**config.mk**
```make
export PLATFORM = sky130hd
export DESIGN_NAME = pht_predictor
export DESIGN_NICKNAME = d
export VERILOG_FILES = /design/src/rtl/pht_predictor.sv
export SDC_FILE = /design/constraint.sdc
export NUM_CORES = 1
export LEC_CHECK = 0
export ABC_CLOCK_PERIOD_IN_PS = 3000
export CORE_MARGIN = 4
export CORE_UTILIZATION = 45
export CTS_BUF_LIST = sky130_fd_sc_hd__clkbuf_4 sky130_fd_sc_hd__clkbuf_8
export DETAILED_ROUTE_END_ITERATION = 8
export PLACE_DENSITY = 0.67
export SYNTH_ARGS = -nofsm -noshare
export SYNTH_HDL_FRONTEND = slang
export SYNTH_SLANG_ARGS = --single-unit
```
**constraint.sdc**
```tcl
create_clock -name clk_i -period 3 [get_ports clk_i]
set_input_delay 0.6 -clock clk_i [delete_from_list [all_inputs] [get_ports clk_i]]
set_output_delay 0.6 -clock clk_i [all_outputs]
set_load 0.02 [all_outputs]
```
**src/rtl/pht_predictor.sv**
```systemverilog
// Pattern history table branch predictor: 2^IDX_W saturating counters indexed bimodally or by
// gshare, with a 1-cycle registered lookup, a resolve/update port and a saturating miss counter.
module pht_predictor #(
    parameter int unsigned CTR_W  = 2,
    parameter int unsigned IDX_W  = 4,
    parameter int unsigned GHR_W  = 4,
    parameter int unsigned MODE   = 0,
    parameter int unsigned INIT   = 0,
    parameter int unsigned MISS_W = 16
) (
    input  logic              clk_i,
    input  logic              rst_ni,
    input  logic              lookup_valid_i,
    input  logic [IDX_W-1:0]  lookup_idx_i,
    output logic              predict_valid_o,
    output logic              predict_taken_o,
    output logic [CTR_W-1:0]  predict_ctr_o,
    output logic [IDX_W-1:0]  predict_index_o,
    input  logic              update_valid_i,
    input  logic [IDX_W-1:0]  update_idx_i,
    input  logic              update_taken_i,
    output logic [GHR_W-1:0]  ghr_o,
    output logic [MISS_W-1:0] mismatch_o
);
    localparam int unsigned      Entries = 1 << IDX_W;
    localparam logic [CTR_W-1:0] CtrMax  = {CTR_W{1'b1}};
    localparam logic [CTR_W-1:0] CtrInit = CTR_W'(INIT);

    logic [CTR_W-1:0]  ctr_q [Entries];
    logic [GHR_W-1:0]  ghr_q, ghr_d;
    logic [MISS_W-1:0] miss_q, miss_d;
    logic              pvalid_q, pvalid_d;
    logic              ptaken_q, ptaken_d;
    logic [CTR_W-1:0]  pctr_q, pctr_d;
    logic [IDX_W-1:0]  pidx_q, pidx_d;

    logic [CTR_W-1:0]  upd_old, upd_new, lk_ctr;
    logic [IDX_W-1:0]  lk_idx;
    logic              mispredict;

    always_comb begin
        upd_old = ctr_q[update_idx_i];
        if (update_taken_i) begin
            upd_new = (upd_old == CtrMax) ? upd_old : upd_old + CTR_W'(1);
        end else begin
            upd_new = (upd_old == '0) ? upd_old : upd_old - CTR_W'(1);
        end
        mispredict = update_valid_i && (update_taken_i != upd_old[CTR_W-1]);

        // Hash with the history as it stands before this cycle's update shifts it.
        if (MODE == 1) begin
            lk_idx = lookup_idx_i ^ IDX_W'(ghr_q);
        end else begin
            lk_idx = lookup_idx_i;
        end
        // Same-index update forwards its post-update value into the lookup.
        lk_ctr = (update_valid_i && (update_idx_i == lk_idx)) ? upd_new : ctr_q[lk_idx];

        pvalid_d = lookup_valid_i;
        ptaken_d = ptaken_q;
        pctr_d   = pctr_q;
        pidx_d   = pidx_q;
        if (lookup_valid_i) begin
            pidx_d   = lk_idx;
            pctr_d   = lk_ctr;
            ptaken_d = lk_ctr[CTR_W-1];
        end

        ghr_d = ghr_q;
        if (update_valid_i) begin
            ghr_d = GHR_W'({ghr_q, update_taken_i});
        end

        miss_d = miss_q;
        if (mispredict && (miss_q != {MISS_W{1'b1}})) begin
            miss_d = miss_q + MISS_W'(1);
        end
    end

    always_ff @(posedge clk_i or negedge rst_ni) begin
        if (!rst_ni) begin
            for (int unsigned i = 0; i < Entries; i++) begin
                ctr_q[i] <= CtrInit;
            end
            ghr_q    <= '0;
            miss_q   <= '0;
            pvalid_q <= 1'b0;
            ptaken_q <= 1'b0;
            pctr_q   <= '0;
            pidx_q   <= '0;
        end else begin
            if (update_valid_i) begin
                ctr_q[update_idx_i] <= upd_new;
            end
            ghr_q    <= ghr_d;
            miss_q   <= miss_d;
            pvalid_q <= pvalid_d;
            ptaken_q <= ptaken_d;
            pctr_q   <= pctr_d;
            pidx_q   <= pidx_d;
        end
    end

    assign predict_valid_o = pvalid_q;
    assign predict_taken_o = ptaken_q;
    assign predict_ctr_o   = pctr_q;
    assign predict_index_o = pidx_q;
    assign ghr_o           = ghr_q;
    assign mismatch_o      = miss_q;

endmodule

```
==> impl_metrics.yaml <==
clock_tree:
  cts_buffers: 9
  cts_resized: 0
  cts_buffer_depth: 2
  clk_pin_slew_ns: 0.06
  cts-root-buf: "clkbuf_8"
  cts_hold_buf: 0
  postCtsSetupBuffers: 0
  h-tree-depth: 3
  cts_sinks: 59
  clk_latency_ns: 0.33
  tritoncts: "built"
routing:
  ant_nets: 0
  wire_per_inst_um: 16.80
  drcViolationCount: 0
  via_count: 2226
  drt_wl_total_um: 6804
  dr.pass1.iters: 4
  drt_iter0_markers: 143
  via_per_inst: 5.496
die:
  num_io_pins: 41
  die_w_um: 92.27
  die_area_sq_um: 8514
  core_sq_um: 6832
  die_y_um: 92.27
  std_cell_rows: 30
  initial_core_util_pct: 46.78
synth:
  synth_edf_count: 0
  synth_cell_types: 39
  ys_seq_area_share_pct: 46.20
  synth_warnings: 0
  syn-instance-count: 249
  syn_nets: 263
  synthTopCellsByArea: "dfrtp_1, mux2_2, mux4_2, xor2_1, nand2_1"
  avgSynthCellArea_sq_um: 12.83
  ys.flop_type: "dfrtp_1"
  netlist.area_leader.share_pct: 46.20
  yosys.cell_count.top_type: "dfrtp_1"
  synthesis.area_sq_um: 3196
  synthTopCellsByCount: "dfrtp_1, mux2_2, nand2_1, xor2_1, mux4_2"
  synthArstFlopShare_pct: 100.0
  yosys.area.top_type: "dfrtp_1"
  synth-seq-cells: 59
timing:
  tightest_slew_ns: 0.7871
  period_minus_slack_ns: 2.730
  rsz0062_at_grt: "no"
  timing.clock.skew_ns: 0.006912
  hold_violations: 0
  max_freq_mhz: 366.3
  finalSetupTns_ns: 0
  finalCritPeriodShare_pct: 91.01
  final-setup-viol-count: 0
  relSlewSlack_pct: 46.84
  slew_violations: 0
cells_and_area:
  layout-drive-gt1-share_pct: 31.72
  multi_input_area_sq_um: 1633
  register_area_sq_um: 1476
  instances_no_fill: 405
  fill_cells: 576
  antenna_cells: 0
  final_nets: 319
  area_delta_synth_final_pct: 25.49
  post-route-util_pct: 58.70
critical_path:
  cp-start-kind: "input port"
  required_ns: 3.22
  cp_max_fo: 17
  critPathCaptureType: "flip-flop"
  cp_data_arrival_time_ns: 2.95
  critPathKind: "input port to flip-flop"
global_routing:
  grt_usage_pct: 17.27
  use_met3_pct: 4.922
  grt_pass1_wl_um: 11340
  antenna_found_initial: 0
  grt_pass1_vias: 2227
  grt_use_met2_pct: 27.25
  grt_busiest_layer: "met2"
  overflow: 0
  grt_max_degree: 33
  global_route.usage.met1_pct: 22.89
placed_design:
  gp_congestion: 0.8228
  io_buffers: 40
  post-place-cells: 390
  dp_hpwl_um: 5157
status:
  status: "finished clean"
pwr:
  vdd_drop_max_mv: 0.4069
  leakage_uw: 0.001765
  finalPower_uw: 2683
  p_per_area_nw_per_um2: 669.0
flow_run:
  cap_violations: 0
hold_path:
  hp-class: "input port to asynchronous set/reset pin"
stage by stage:
stage	instance area, sq um	hold slack (ns)	worst slack [ns]
5_1_grt	4010	0.3304	0.1569
2_1_floorplan	3196	0.3044	0.5276
3_3_place_gp	3812	0.4785	-0.04151
4_1_cts	4010	0.2979	0.2778
6_report	4010	0.2825	0.2698
3_5_place_dp	3812	0.4881	-0.07158
worst paths after layout:
check	end	depth (start not counted)	startpoint	slack (ns)
hold / removal	predict_valid_o	1	rst_ni	0.28
min in group clk_i	mismatch_o[10]	1	mismatch_o[10]	0.50
hold reg to reg	mismatch_o[10]	1	mismatch_o[10]	0.50
max in group asynchronous	ctr_q[18]	2	rst_ni	2.12
setup reg to reg	mismatch_o[8]	6	mismatch_o[0]	0.71
setup / recovery	predict_taken_o	7	update_idx_i[0]	0.27
layer usage:
layer	part of all wire [%]	vias up
li1	-	1046
met2	49	64
met4	1.2	0
met5	0	-
met3	4.9	7
met1	44	1109
cell type report:
class / instances / share of cell area, %
inverter: 2 / 0.1872
multi-input combinational: 174 / 40.72
clock buffer: 14 / 4.805
clock inverter: 1 / 0.1248
tap: 96 / 2.995
sequential: 59 / 36.82
timing repair buffer: 59 / 14.35
critical path, cell delays in order:
cell and delay, ns:
clkdlybuf4s50_1 0.57, buf_12 0.17, mux4_2 0.53, a22oi_4 0.20, nand2_2 0.07, maj3_2 0.44, a221o_1 0.36
cells by family after synthesis:
family	share of synthesized area [%]
AOI/OAI and AO/OA	6.813
xor gates and xnor gates	5.208
adders and majority gates	1.096
buffers and inverters	2.702
DFF	46.20
muxes	27.29
and+or+nand+nor	10.69
state kept, by name, indices dropped and copies added (netlist names):
register	count
predict_ctr_o	1
predict_index_o	4
ghr_o	4
ctr_q	32
predict_taken_o	1
mismatch_o	16
predict_valid_o	1
placed cells by master (no fill, tap or decap), types with 2 or more instances in the layout:
master and n:
buf_4 16, nand2b_1 2, xor2_1 15, inv_1 2, and2_1 2, nand3b_1 2
mux4_1 2, or3_1 6, maj3_2 2, nor2b_1 3, clkdlybuf4s50_1 39, nand4_1 7
a211o_1 2, nand3_1 9, mux2i_1 2, buf_12 3, and4_1 3, mux2_2 43
xnor2_1 4, clkbuf_8 14, a22oi_4 2, mux4_2 14, a21oi_1 7, nand2_1 15
dfrtp_1 59, o2111a_1 2, a221o_1 2, a211oi_1 5, nor2_1 13
power breakdown:
part | internal, uW | total (uW) | switching (uW)
Combinational | 461 | 810 | 349
Sequential | 993 | 1180 | 187
Clock | 407 | 693 | 286
Total | 1860 | 2680 | 822
No activity file was read; power rests on OpenSTA's default activity.
